===== config.mk =====
export PLATFORM = sky130hd
export DESIGN_NAME = mem_lane_ctrl
export DESIGN_NICKNAME = d
export VERILOG_FILES = /design/src/rtl/mem_pkg.sv /design/src/rtl/load_extract.sv /design/src/rtl/mem_lane_ctrl.sv
export SDC_FILE = /design/constraint.sdc
export NUM_CORES = 1
export LEC_CHECK = 0
export ABC_AREA = 1
export CAP_MARGIN = 25
export CORE_ASPECT_RATIO = 1.1
export CORE_MARGIN = 5
export CORE_UTILIZATION = 23
export CTS_BUF_LIST = sky130_fd_sc_hd__clkbuf_2
export DETAILED_ROUTE_END_ITERATION = 10
export GPL_ROUTABILITY_DRIVEN = 0
export PLACE_DENSITY = 0.46
export SYNTH_ARGS = -nofsm -noshare
export SYNTH_HDL_FRONTEND = slang
export SYNTH_SLANG_ARGS = --single-unit
export TNS_END_PERCENT = 1

===== constraint.sdc =====
create_clock -name clk -period 4.6 [get_ports clk]
set_clock_uncertainty 0.2 [all_clocks]
set_input_delay 0.69 -clock clk [delete_from_list [all_inputs] [get_ports clk]]
set_output_delay 0.69 -clock clk [all_outputs]
set_load 0.005 [all_outputs]

===== src/rtl/mem_pkg.sv =====
// mem_pkg: shared definitions for the data-memory load/store path.
//   - SIZE_* access size codes (same encoding as the byte-enable stage;
//     code 3 is treated as word)
//   - state_t: mem_lane_ctrl FSM state encoding
//   - lane_replicate(): copies store data across all lanes for its size
//   - extend():         zero/sign-extends a selected byte or half
//   - misaligned():     offset check used when MEM_MISALIGN_FAULT_EN is defined
package mem_pkg;

   localparam logic [1:0] SIZE_BYTE = 2'd0;
   localparam logic [1:0] SIZE_HALF = 2'd1;
   localparam logic [1:0] SIZE_WORD = 2'd2;

   typedef enum logic [1:0] {
      ST_IDLE    = 2'd0,
      ST_ACCESS  = 2'd1,
      ST_CAPTURE = 2'd2,
      ST_RESP    = 2'd3
   } state_t;

   // Replicate right-justified store data so every lane carries the value;
   // the per-lane write enables then pick the lanes actually written.
   function automatic logic [31:0] lane_replicate(input logic [31:0] wdata,
                                                  input logic [1:0]  size);
      case (size)
         SIZE_BYTE: return {4{wdata[7:0]}};
         SIZE_HALF: return {2{wdata[15:0]}};
         default:   return wdata;
      endcase
   endfunction

   // Extend a byte (is_byte=1, uses val[7:0]) or a half (uses val[15:0]).
   function automatic logic [31:0] extend(input logic [15:0] val,
                                          input logic        is_byte,
                                          input logic        sgn);
      logic msb;
      msb = is_byte ? val[7] : val[15];
      if (is_byte)
         return {{24{sgn & msb}}, val[7:0]};
      else
         return {{16{sgn & msb}}, val};
   endfunction

   // Half needs an even address, word needs a 4-byte-aligned address.
   function automatic logic misaligned(input logic [1:0] offset,
                                       input logic [1:0] size);
      case (size)
         SIZE_BYTE: return 1'b0;
         SIZE_HALF: return offset[0];
         default:   return |offset;
      endcase
   endfunction

endpackage


===== src/rtl/load_extract.sv =====
// load_extract: combinational lane extraction and extension of a RAM word.
// Ports:
//   rdata    in  32  raw RAM word
//   offset   in   2  byte offset within the word (addr[1:0])
//   size     in   2  SIZE_BYTE / SIZE_HALF / word (2 or 3)
//   sign_ext in   1  sign-extend byte/half results
//   result   out 32  extended load value
// Half selection only looks at offset[1]; word loads return rdata unchanged.
module load_extract
   import mem_pkg::*;
(
   input  logic [31:0] rdata,
   input  logic [1:0]  offset,
   input  logic [1:0]  size,
   input  logic        sign_ext,
   output logic [31:0] result
);

   logic [7:0]  byte_sel;
   logic [15:0] half_sel;

   always_comb begin
      byte_sel = rdata[7:0];
      case (offset)
         2'd0:    byte_sel = rdata[7:0];
         2'd1:    byte_sel = rdata[15:8];
         2'd2:    byte_sel = rdata[23:16];
         default: byte_sel = rdata[31:24];
      endcase
      half_sel = offset[1] ? rdata[31:16] : rdata[15:0];

      result = rdata;
      case (size)
         SIZE_BYTE: result = extend({8'h00, byte_sel}, 1'b1, sign_ext);
         SIZE_HALF: result = extend(half_sel, 1'b0, sign_ext);
         default:   result = rdata;
      endcase
   end

endmodule


===== src/rtl/mem_lane_ctrl.sv =====
// mem_lane_ctrl: data-memory access controller for the load/store path.
// Accepts one request per handshake, drives a one-cycle strobe to a
// synchronous word-wide RAM after WAIT_STATES idle cycles, captures and
// extends the load data, and holds it on a registered response handshake.
// Optional feature: define MEM_MISALIGN_FAULT_EN to fault misaligned
// half/word accesses without touching the RAM.
// Ports:
//   clk, reset            clock; synchronous active-high reset
//   req_valid/req_ready   request handshake (transfer when both high)
//   req_write, req_addr, req_wdata, req_be, req_size, req_signed
//   rsp_valid/rsp_ready   response handshake (transfer when both high)
//   rsp_rdata, rsp_fault  response payload, stable while rsp_valid
//   mem_en, mem_we, mem_addr, mem_wdata, mem_rdata   RAM port
//   dbg_state             current FSM state (state_t encoding)
// Handshakes: a transfer happens on a rising edge where valid && ready.
// The requester holds its request until req_ready; the controller holds
// rsp_valid and its payload until rsp_ready, with no bound on the wait.
module mem_lane_ctrl
   import mem_pkg::*;
#(
   parameter int WAIT_STATES = 0,
   parameter int CNT_W       = 4
) (
   input  logic        clk,
   input  logic        reset,
   input  logic        req_valid,
   output logic        req_ready,
   input  logic        req_write,
   input  logic [31:0] req_addr,
   input  logic [31:0] req_wdata,
   input  logic [3:0]  req_be,
   input  logic [1:0]  req_size,
   input  logic        req_signed,
   output logic        rsp_valid,
   input  logic        rsp_ready,
   output logic [31:0] rsp_rdata,
   output logic        rsp_fault,
   output logic        mem_en,
   output logic [3:0]  mem_we,
   output logic [29:0] mem_addr,
   output logic [31:0] mem_wdata,
   input  logic [31:0] mem_rdata,
   output logic [1:0]  dbg_state
);

   state_t      state_q, state_d;
   logic [CNT_W-1:0] cnt_q;
   logic [31:0] addr_q;
   logic [31:0] wdata_q;
   logic [3:0]  be_q;
   logic [1:0]  size_q;
   logic        signed_q;
   logic        write_q;
   logic [31:0] rdata_q;
   logic [31:0] ext_data;

`ifdef MEM_MISALIGN_FAULT_EN
   logic        fault_q;
   logic        req_misaligned;
   assign req_misaligned = misaligned(req_addr[1:0], req_size);
   assign rsp_fault      = fault_q;
`else
   assign rsp_fault      = 1'b0;
`endif

   load_extract u_load_extract (
      .rdata    (mem_rdata),
      .offset   (addr_q[1:0]),
      .size     (size_q),
      .sign_ext (signed_q),
      .result   (ext_data)
   );

   always_comb begin
      state_d   = state_q;
      req_ready = 1'b0;
      mem_en    = 1'b0;
      mem_we    = 4'b0000;
      case (state_q)
         ST_IDLE: begin
            req_ready = 1'b1;
            if (req_valid) begin
`ifdef MEM_MISALIGN_FAULT_EN
               if (req_misaligned)
                  state_d = ST_RESP;
               else
                  state_d = ST_ACCESS;
`else
               state_d = ST_ACCESS;
`endif
            end
         end
         ST_ACCESS: begin
            if (cnt_q == '0) begin
               mem_en  = 1'b1;
               mem_we  = write_q ? be_q : 4'b0000;
               state_d = ST_CAPTURE;
            end
         end
         ST_CAPTURE: state_d = ST_RESP;
         ST_RESP: begin
            if (rsp_ready)
               state_d = ST_IDLE;
         end
         default: state_d = ST_IDLE;
      endcase
      // A strobe pending when reset arrives must not reach the RAM.
      if (reset) begin
         mem_en = 1'b0;
         mem_we = 4'b0000;
      end
   end

   always_ff @(posedge clk) begin
      if (reset) begin
         state_q  <= ST_IDLE;
         cnt_q    <= '0;
         addr_q   <= '0;
         wdata_q  <= '0;
         be_q     <= '0;
         size_q   <= '0;
         signed_q <= 1'b0;
         write_q  <= 1'b0;
         rdata_q  <= '0;
`ifdef MEM_MISALIGN_FAULT_EN
         fault_q  <= 1'b0;
`endif
      end else begin
         state_q <= state_d;
         case (state_q)
            ST_IDLE: begin
               if (req_valid) begin
                  addr_q   <= req_addr;
                  wdata_q  <= req_wdata;
                  be_q     <= req_be;
                  size_q   <= req_size;
                  signed_q <= req_signed;
                  write_q  <= req_write;
                  cnt_q    <= CNT_W'(WAIT_STATES);
                  // Cleared here so a faulted response reports zero data.
                  rdata_q  <= '0;
`ifdef MEM_MISALIGN_FAULT_EN
                  fault_q  <= req_misaligned;
`endif
               end
            end
            ST_ACCESS: begin
               if (cnt_q != '0)
                  cnt_q <= cnt_q - CNT_W'(1);
            end
            ST_CAPTURE: rdata_q <= write_q ? 32'h0 : ext_data;
            default: ;
         endcase
      end
   end

   assign rsp_valid = (state_q == ST_RESP);
   assign rsp_rdata = rdata_q;
   assign mem_addr  = addr_q[31:2];
   assign mem_wdata = (state_q != ST_IDLE) ? lane_replicate(wdata_q, size_q) : 32'h0;
   assign dbg_state = state_q;

endmodule


## Word level (Yosys, flattened, before mapping)

Index checks and enable logic that the tools add are counted.

| word-level totals | value |
|---|---|
| word-level logic and storage cells | 57 |
| output and inout bits | 104 |
| input bits | 108 |
| register bits | 110 |

| operators by class | value |
|---|---|
| bitwise logic cells | 2 |
| reduce and logical (&&, ||, !) cells | 12 |
| add/subtract/negate cells | 1 |
| equality and inequality tests | 10 |
| mux-type cells | 23 |

Operator list:

| operator | count |
|---|---|
| $pmux W32 S2 | 3 |
| $mux W32 | 3 |
| $mux W4 | 6 |
| $pmux W8 S3 | 1 |
| $mux W16 | 1 |
| $pmux W2 S4 | 1 |
| $pmux W4 S2 | 1 |
| $eq A2 B1 Y1 const B | 3 |
| $eq A2 B2 Y1 const B | 3 |
| $logic_not A2 Y1 | 3 |
| $mux W2 | 3 |
| $ne A2 B2 Y1 const B | 3 |
| $reduce_and A3 Y1 | 2 |
| $reduce_bool A2 Y1 | 3 |
| $logic_not A4 Y1 | 1 |
| $mux W1 | 4 |
| $reduce_and A2 Y1 | 2 |
| $reduce_bool A4 Y1 | 1 |
| $sub A4 B1 Y4 const B | 1 |
| $and A1 B1 Y1 | 2 |
| $ne A2 B1 Y1 const B | 1 |

## Longest topological paths before layout

Gate-level depths: netlist of run 1.

| logic depth | value |
|---|---|
| depth after elaboration | 6 |
| mapped depth | 12 |
| gate-level depth less buffers | 10 |

## Cells and area by module

From an unflattened synthesis of run 1, not the netlist that was laid out.

| second synthesis, totals | value |
|---|---|
| cells, all modules | 788 |
| area total of the unflattened synthesis | 5642.9 µm² |

By module, submodules not included:

| module | area an instance (µm²) | cells each | times used | sequential area each (µm²) |
|---|---|---|---|---|
| mem_lane_ctrl | 4909.7 | 632 | 1 | 2202.1 |
| load_extract | 733.2 | 156 | 1 | 0.0 |

## Worst setup path before layout of run 1

Ideal clock, no wire load.

| path | value |
|---|---|
| kind | reg-to-output |
| from | register state_q[0] (netlist: dbg_state[0]) |
| to | output mem_wdata[29] |
| cell stages (with the launch flop) | 8 |
| path slack | 2264 ps |
| buffers on the path | 2 |
| data arrival time | 1446 ps |
| data required time | 3710 ps |
| cell sequence | dfxtp_1 > inv_1 > ha_1 > buf_6 > inv_6 > clkbuf_1 > o21ai_0 > a211oi_1 |

| on the way | value |
|---|---|
| cells in the longest elaborated chain, start to end | 2 |

Ends and longest elaborated chain:

| what | line | text |
|---|---|---|
| start: declaration | mem_lane_ctrl.sv:46 | `state_t state_q, state_d;` |
| start signal: assignment | mem_lane_ctrl.sv:129 | `state_q <= state_d;` |
| $reduce_bool A2 Y1 | mem_lane_ctrl.sv:160 | `assign mem_wdata = (state_q != ST_IDLE) ? lane_replicate(wdata_q, size_q) : 32'h0;` |
| $mux W32 | mem_lane_ctrl.sv:160 |  |
| end: declaration | mem_lane_ctrl.sv:41 | `output logic [31:0] mem_wdata,` |

No other way between the ends.

## Final worst setup path of run 1

| path | value |
|---|---|
| from | register size_q[1] |
| to | output mem_wdata[29] |

| on the way | value |
|---|---|
| cells in the longest elaborated chain, start to end | 3 |
| elaborated cells on any way between the ends | 4 |
| those cells by class | eq/ne (1); mux (2); reduce/logical (1) |

Ends and longest elaborated chain:

| what | line | text |
|---|---|---|
| start: declaration | mem_lane_ctrl.sv:51 | `logic [1:0] size_q;` |
| start signal: assignment | mem_lane_ctrl.sv:136 | `size_q <= req_size;` |
| $eq A2 B1 Y1 / $logic_not A2 Y1 (equally long branches) | -- |  |
| $pmux W32 S2 * | mem_pkg.sv:25 | `case (size)` |
| $mux W32 * | mem_lane_ctrl.sv:160 |  |

Mark *: on every way between the ends. The rest lies on a longest branch, timed or not.

==> summary.txt, run 1 <==
Floorplan
  – # rows: 58
  – Chip height: 169.8 µm
  – Die footprint: 26350 µm²
  – Initial Utilization: 23.34%
  – # IOs: 212
  – Core area: 22860 µm²
  – Die width: 155.2 µm

Clock tree
  – CTS Buf Count: 9
  – H-Tree Depth: 3
  – Max clock buf depth: 2
  – # resized after CTS: 0
  – Post-CTS Setup Inserts: 0
  – Hold Buf Count CTS: 0
  – CTS clk-pin slew, worst paths: 0.31 ns
  – Clock sinks: 110
  – CTS tree: done
  – Clock Latency Late Sink: 0.61 ns
  – CTS root buf: clkbuf_2

STA
  – Final worst-path cycle share: 84.08%
  – Setup Total Neg Slack: 0 ns
  – Final Setup Violations: 0
  – Max Freq: 0.2586 GHz
  – Final Hold Fails: 0
  – RSZ-0062 raised after global routing: false
  – Final Critical Period: 3.868 ns
  – Normalized max-slew margin: 41.65%
  – Actual slew at the worst max-slew pin: 0.8741 ns
  – Final Max Tran Viols: 0

Pwr
  – NetSw: 1.469 mW
  – Logic pwr share: 48.0%
  – Int Pwr: 2.171 mW
  – Power Dens Cells: 482.7 nW/µm²
  – Worst vdd ir: 191.0 µV
  – Sequential share of power: 37.1%
  – Clk network pwr share: 14.9%
  – Switching part of the total power: 40.37%
  – LEAKAGE: 2.853 nW

Critical path
  – Critical Path RT: 3.71 ns
  – R2r setup slk: 1.99 ns
  – Worst Reg-to-Reg Cells: 10
  – CP Data Arrival Time: 2.98 ns
  – Crit-path cells: nor2_4, inv_1, o21ai_0, a211oi_1, clkdlybuf4s50_1
  – Crit Reg-Reg Startpoint: dbg_state[0]$_SDFFE_PP0P_
  – Startpoint types: flop
  – Reg2reg end: rsp_rdata[5]$_SDFFE_PP0P_
  – Critical Path Fanout Max: 19
  – Crit end category: primary output
  – Critical path class: reg2out
  – Slowest Stage Delay on Critical Path: 0.88 ns
  – Critical-path top delay cell: dfxtp_1

Routing
  – # DRC: 0
  – DRT Wirelength: 18940 µm
  – 1st-iter DRT viols: 249
  – Routed Antenna Nets: 0
  – Vias per cell: 4.282
  – Wire per inst: 15.65 µm
  – TritonRoute pass-1 iters: 4
  – Vias after detailed routing: 5181

Cells and area
  – Final net count: 1018
  – Non-filler cells, final: 1210
  – Fill cells: 2532
  – Share of cells above drive strength 1: 6.931%
  – Final Util: 32.99%
  – Area Growth Syn to Fin: 41.31%
  – Post-route cell area: 7541 µm²

Synth
  – Sequential area share after synthesis: 41.27%
  – Cell variety after synth: 31
  – YS warnings: 0
  – Syn Std Cell Area: 5336 µm²
  – Top cell type by total area after synthesis: dfxtp_1
  – Post-Synthesis Cells: 754
  – Synthesized net count: 868
  – Syn Area/Cell: 7.077 µm²
  – Top-area cell type share of the netlist area: 41.27%
  – FF+latch count, synth: 110
  – Synth top area cells: dfxtp_1, nor2_1, o21ai_0, a21oi_1, nand2_1

Place
  – Buffers on Ports: 210
  – DP Wirelength: 13960 µm
  – Placed cell count: 1192
  – Placed inst area: 7381 µm²

Run status
  – Status: finished clean

Min path
  – Hold/Removal Path Class: reg2reg
  – Hold Crit Start: be_q[0]$_SDFFE_PP0P_
  – Sink of the worst hold path: be_q[0]$_SDFFE_PP0P_
  – Hold path depth: 2

Global route
  – Vias in the first global route: 5192
  – Grt ovf: 0
  – GRT Resource Usage Total: 14.19%
  – First-pass GRT wire length: 29670 µm
  – Pin count of the biggest net entering global routing: 98
  – Initial antenna violation count: 1

Run
  – Max Cap Viol: 0
kinds of logic (layout without fill, tap and decap cells):
kind of cell    count (synthesis)  count (layout)  synth area share (%)
fa+ha+maj                       6               6                 1.407
flops                         110             110                 41.27
buf+inv                       135             290                 13.27
simple gates                  279             279                 21.59
compound gates                223             223                 22.39
other cells                     1               2               0.07027
worst max path at each step:
stage | from | to | slack, ns
floorplan | dbg_state[0]$_SDFFE_PP0P_ | mem_wdata[29] | 2.26
CTS | size_q[1]$_SDFFE_PP0P_ | mem_wdata[31] | 0.61
detailed placement | size_q[1]$_SDFFE_PP0P_ | mem_wdata[31] | 1.41
global placement | size_q[1]$_SDFFE_PP0P_ | mem_wdata[23] | 1.48
finish | size_q[1]$_SDFFE_PP0P_ | mem_wdata[29] | 0.73
global route | size_q[1]$_SDFFE_PP0P_ | mem_wdata[17] | 0.33
stage by stage:
step	worst slack [ns]	total power, mW	hold slack, ns
finish	0.7323	3.640	0.2724
global route	0.3282	3.976	0.2921
CTS	0.6117	3.723	0.2741
detailed placement	1.408	3.153	0.2468
global placement	1.478	3.153	0.2498
floorplan	2.264	2.429	0.2295
critical path: cells and delay by family (launching register included):
family | cells | cell delay [ns]
buffers and inverters | 2 | 0.97
DFF | 1 | 0.88
and+or+nand+nor | 1 | 0.11
AOI/OAI and AO/OA | 2 | 0.41
cell type report:
cell class / count / area, µm² / share of cell area, %
inverters: 56 / 215.2 / 2.854
clock inverters: 7 / 105.1 / 1.394
diodes: 1 / 2.502 / 0.03318
multi-input cells: 509 / 2434 / 32.27
clock buffers: 9 / 45.04 / 0.5973
well taps: 300 / 375.4 / 4.978
flip-flops and latches: 110 / 2202 / 29.20
repair buffers: 218 / 2162 / 28.67
registers in the layout, indices dropped and copies added (netlist names):
signal	cells
write_q	1
size_q	2
be_q	4
dbg_state	2
wdata_q	32
addr_q	32
signed_q	1
cnt_q	4
rsp_rdata	32
layer usage:
| metal | vias up | wire, µm | track usage, % |
|---|---|---|---|
| met2 | 170 | 8517 | 22.83 |
| met3 | 9 | 1858 | 5.356 |
| met5 | - | 0 | 0 |
| li1 | 2709 | - | - |
| met1 | 2293 | 8436 | 18.39 |
| met4 | 0 | 127 | 2.665 |
cell usage after synthesis:
cell	instances
buf_4	32
nor2_2	1
o21ai_1	2
buf_2	18
a21oi_1	87
nand2_1	81
o221ai_1	1
buf_6	5
o21ai_0	110
nand3_4	2
nand3_1	17
inv_1	52
nor2_1	158
o21a_4	1
nor2_4	1
inv_2	3
o22ai_1	1
nand4_1	1
clkbuf_1	23
nand2_2	10
dfxtp_1	110
a31oi_1	1
inv_6	1
conb_1	1
o211ai_1	2
nor3_1	1
ha_1	6
a211oi_1	8
or2_2	7
a21oi_2	10
buf_12	1
power by group through the flow:
| stage | clock [mW] | combinational [mW] | sequential [mW] |
|---|---|---|---|
| final | 0.544 | 1.75 | 1.35 |
| after global routing | 0.610 | 1.98 | 1.39 |
| after CTS | 0.579 | 1.79 | 1.36 |
| after detailed placement | 0 | 1.78 | 1.37 |
| after global placement | 0 | 1.78 | 1.37 |
| after floorplan | 0 | 1.13 | 1.30 |
layout by cell type (no fill, tap or decap), types with 2 or more instances in the layout:
cell,netlist,final
inv_1,52,50
o21ai_0,110,110
clkinv_4,0,2
o211ai_1,2,2
a21oi_1,87,87
inv_2,3,5
nand2_2,10,10
dfxtp_1,110,110
clkbuf_2,0,9
o21ai_1,2,2
nand3_4,2,2
inv_6,1,2
nor2_1,158,158
clkdlybuf4s50_1,0,210
a21oi_2,10,10
a211oi_1,8,8
buf_4,32,8
nand3_1,17,17
or2_2,7,7
ha_1,6,6
nand2_1,81,80
bufinv_16,0,2
(Power assumes the default switching activity.)
==> run 2: changes to the inputs <==
- PLACE_DENSITY: 0.46 -> 0.48
- clock period: 4.6 -> 3.2 ns (I/O delays scaled with it)
==> summary.txt, run 2 (synthesis results as in run 1) <==
Run status
  – Status: finished clean

Routing
  – 1st-iter DRT viols: 201 (-19%)
  – DRT Wirelength: 19040 µm (+0.53%)
  – TritonRoute pass-1 iters: 4 (unchanged)
  – Wire per inst: 15.62 µm (-0.21%)
  – Vias after detailed routing: 5237 (+1.1%)
  – # DRC: 0 (unchanged)
  – Vias per cell: 4.296 (+0.33%)
  – Routed Antenna Nets: 0 (unchanged)

Critical path
  – Crit end category: primary output
  – Worst path top cell family by delay: buffers and inverters
  – Crit path from: size_q[1]$_SDFFE_PP0P_
  – Slowest Stage Delay on Critical Path: 0.54 ns (-0.34 ns)
  – Critical Path RT: 2.52 ns (-1.19 ns)
  – CP Data Arrival Time: 2.37 ns (-0.61 ns)
  – Critical Path Fanout Max: 18 (-1)
  – CP bufs+invs: 3 (+1)
  – Startpoint types: flop
  – Crit-path cells: buf_6, nor2_1, buf_4, a211oi_1, clkdlybuf4s50_1
  – Critical path class: reg2out
  – Critical-path top delay cell: clkdlybuf4s50_1
  – Crit Reg-Reg Startpoint: dbg_state[1]$_SDFFE_PP0P_

Clock tree
  – CTS clk-pin slew, worst paths: 0.35 ns (+0.04 ns)
  – Clock Latency Late Sink: 0.63 ns (+0.02 ns)
  – Max clock buf depth: 2 (unchanged)
  – CTS Buf Count: 9 (unchanged)
  – Clock sinks: 110 (unchanged)
  – CTS root buf: clkbuf_2
  – CTS tree: done
  – Hold Buf Count CTS: 0 (unchanged)
  – H-Tree Depth: 3 (unchanged)

Pwr
  – LEAKAGE: 3.128 nW (+9.7%)
  – Power Total: 5.288 mW (+45%)
  – Worst vdd ir: 305.5 µV (+60%)
  – Power Dens Cells: 686.9 nW/µm² (+42%)

STA
  – RSZ-0062 raised after global routing: true
  – Final worst-path cycle share: 95.43%
  – Final Max Tran Viols: 0 (unchanged)
  – Actual slew at the worst max-slew pin: 0.5216 ns (-0.3525 ns)
  – Max Freq: 0.3275 GHz
  – Final Setup Violations: 0 (unchanged)
  – Final Critical Period: 3.054 ns
  – Setup WS post-layout: 0.1461 ns (-0.5862 ns)
  – Normalized max-slew margin: 65.18% (+24 points)
  – Setup Total Neg Slack: 0 ns (unchanged)
  – Final Hold Fails: 0 (unchanged)

Cells and area
  – Final Util: 33.68% (+0.69 points)
  – Commonest non-fill, non-tap cell in the layout: clkdlybuf4s50_1
  – Share of cells above drive strength 1: 9.150% (+2.2 points)
  – Most frequent cells in the layout: clkdlybuf4s50_1, nor2_1, o21ai_0
  – Area Growth Syn to Fin: 44.27%
  – Fill cells: 2506 (-1.0%)
  – Final net count: 1027 (+0.88%)

Floorplan
  – # rows: 58 (unchanged)
  – Die width: 155.2 µm (unchanged)
  – Core area: 22860 µm² (unchanged)
  – Die footprint: 26350 µm² (unchanged)
  – Initial Utilization: 23.34% (unchanged)
  – Chip height: 169.8 µm (unchanged)
  – # IOs: 212 (unchanged)

Global route
  – Pin count of the biggest net entering global routing: 98 (unchanged)
  – Layer with the highest usage: met2
  – M2 GR Usage: 23.04% (+0.21 points)
  – GRT Resource Usage Total: 14.14% (-0.049 points)
  – M3 GR Usage: 4.871% (-0.48 points)
  – Vias in the first global route: 5304 (+2.2%)
  – Initial antenna violation count: 1 (unchanged)
  – GR Util met1: 18.03% (-0.36 points)
  – Grt ovf: 0 (unchanged)
  – First-pass GRT wire length: 29350 µm (-1.1%)

Place
  – Place WS: 0.5541 ns (-0.8544 ns)
  – Buffers on Ports: 210 (unchanged)
  – DP Wirelength: 13800 µm (-1.2%)

Min path
  – Hold Crit Start: req_be[0]
  – Hold/Removal Path Class: in2reg

Run
  – Max Cap Viol: 0 (unchanged)
run 2: changes by cell type in the layout (fill, tap and decap cells not counted), sizes merged:
cell / delta
clkdlybuf4s50: -18
clkinvlp: +1
clkinv: +2
dlygate4sd2: +6
buf: +9
bufinv: -1
inv: -2
dlymetal6s2s: +12
run 2: path summary, 6_finish.rpt:
path                                     to  slack [ns]  cells after the start
hold reg to reg        be_q[2]$_SDFFE_PP0P_        0.27                      2
setup reg to reg  rsp_rdata[5]$_SDFFE_PP0P_        1.12                     10
setup / recovery              mem_wdata[24]        0.15                      5
hold / removal         be_q[0]$_SDFFE_PP0P_        0.20                      3
run 2: metrics by stage:
step	hold slack [ns]	area [µm²]	cells
6_report	0.2022	7699	1219
5_1_grt	0.1218	7699	1219
4_1_cts	0.1185	7621	1216
3_5_place_dp	0.2471	7471	1199
3_3_place_gp	0.2509	7471	1199
2_1_floorplan	0.2295	5336	754
run 2: repair_timing:
| action | 4_1_cts | 5_1_grt |
|---|---|---|
| resized for setup | 16 | 20 |
| pin swaps | 1 | 0 |
| buffers inserted | 1 | 2 |
| endpoints found under the setup margin | 24 | 20 |
run 2: final cells by class:
cell class                 count  area (µm²)  area share [%]
clock buffer                   9       45.04          0.5851
inverter                      56       219.0           2.844
multi-input combinational    509        2459           31.94
clock inverter                 7       81.33           1.056
antenna                        1       2.502         0.03250
sequential                   110        2207           28.67
tap                          300       375.4           4.876
timing repair buffer         227        2310           30.00
run 2: worst min-delay path: stages:
cell	delay [ns]
clkdlybuf4s50_1	0.39
o21ai_0	0.15
a21oi_1	0.04
run 2: per-layer routing:
layer  vias up  share of wire (%)
li1       2723                  -
met1      2308                 45
met2       192                 44
met3        14                9.5
met4         0                1.1
met5         -                  0
run 2: report_power, final:
part	leakage, nW	switching [mW]	internal, mW
Combinational	2.15	1.48	1.21
Sequential	0.905	0.173	1.71
Clock	0.0736	0.529	0.194
Total	3.13	2.18	3.11
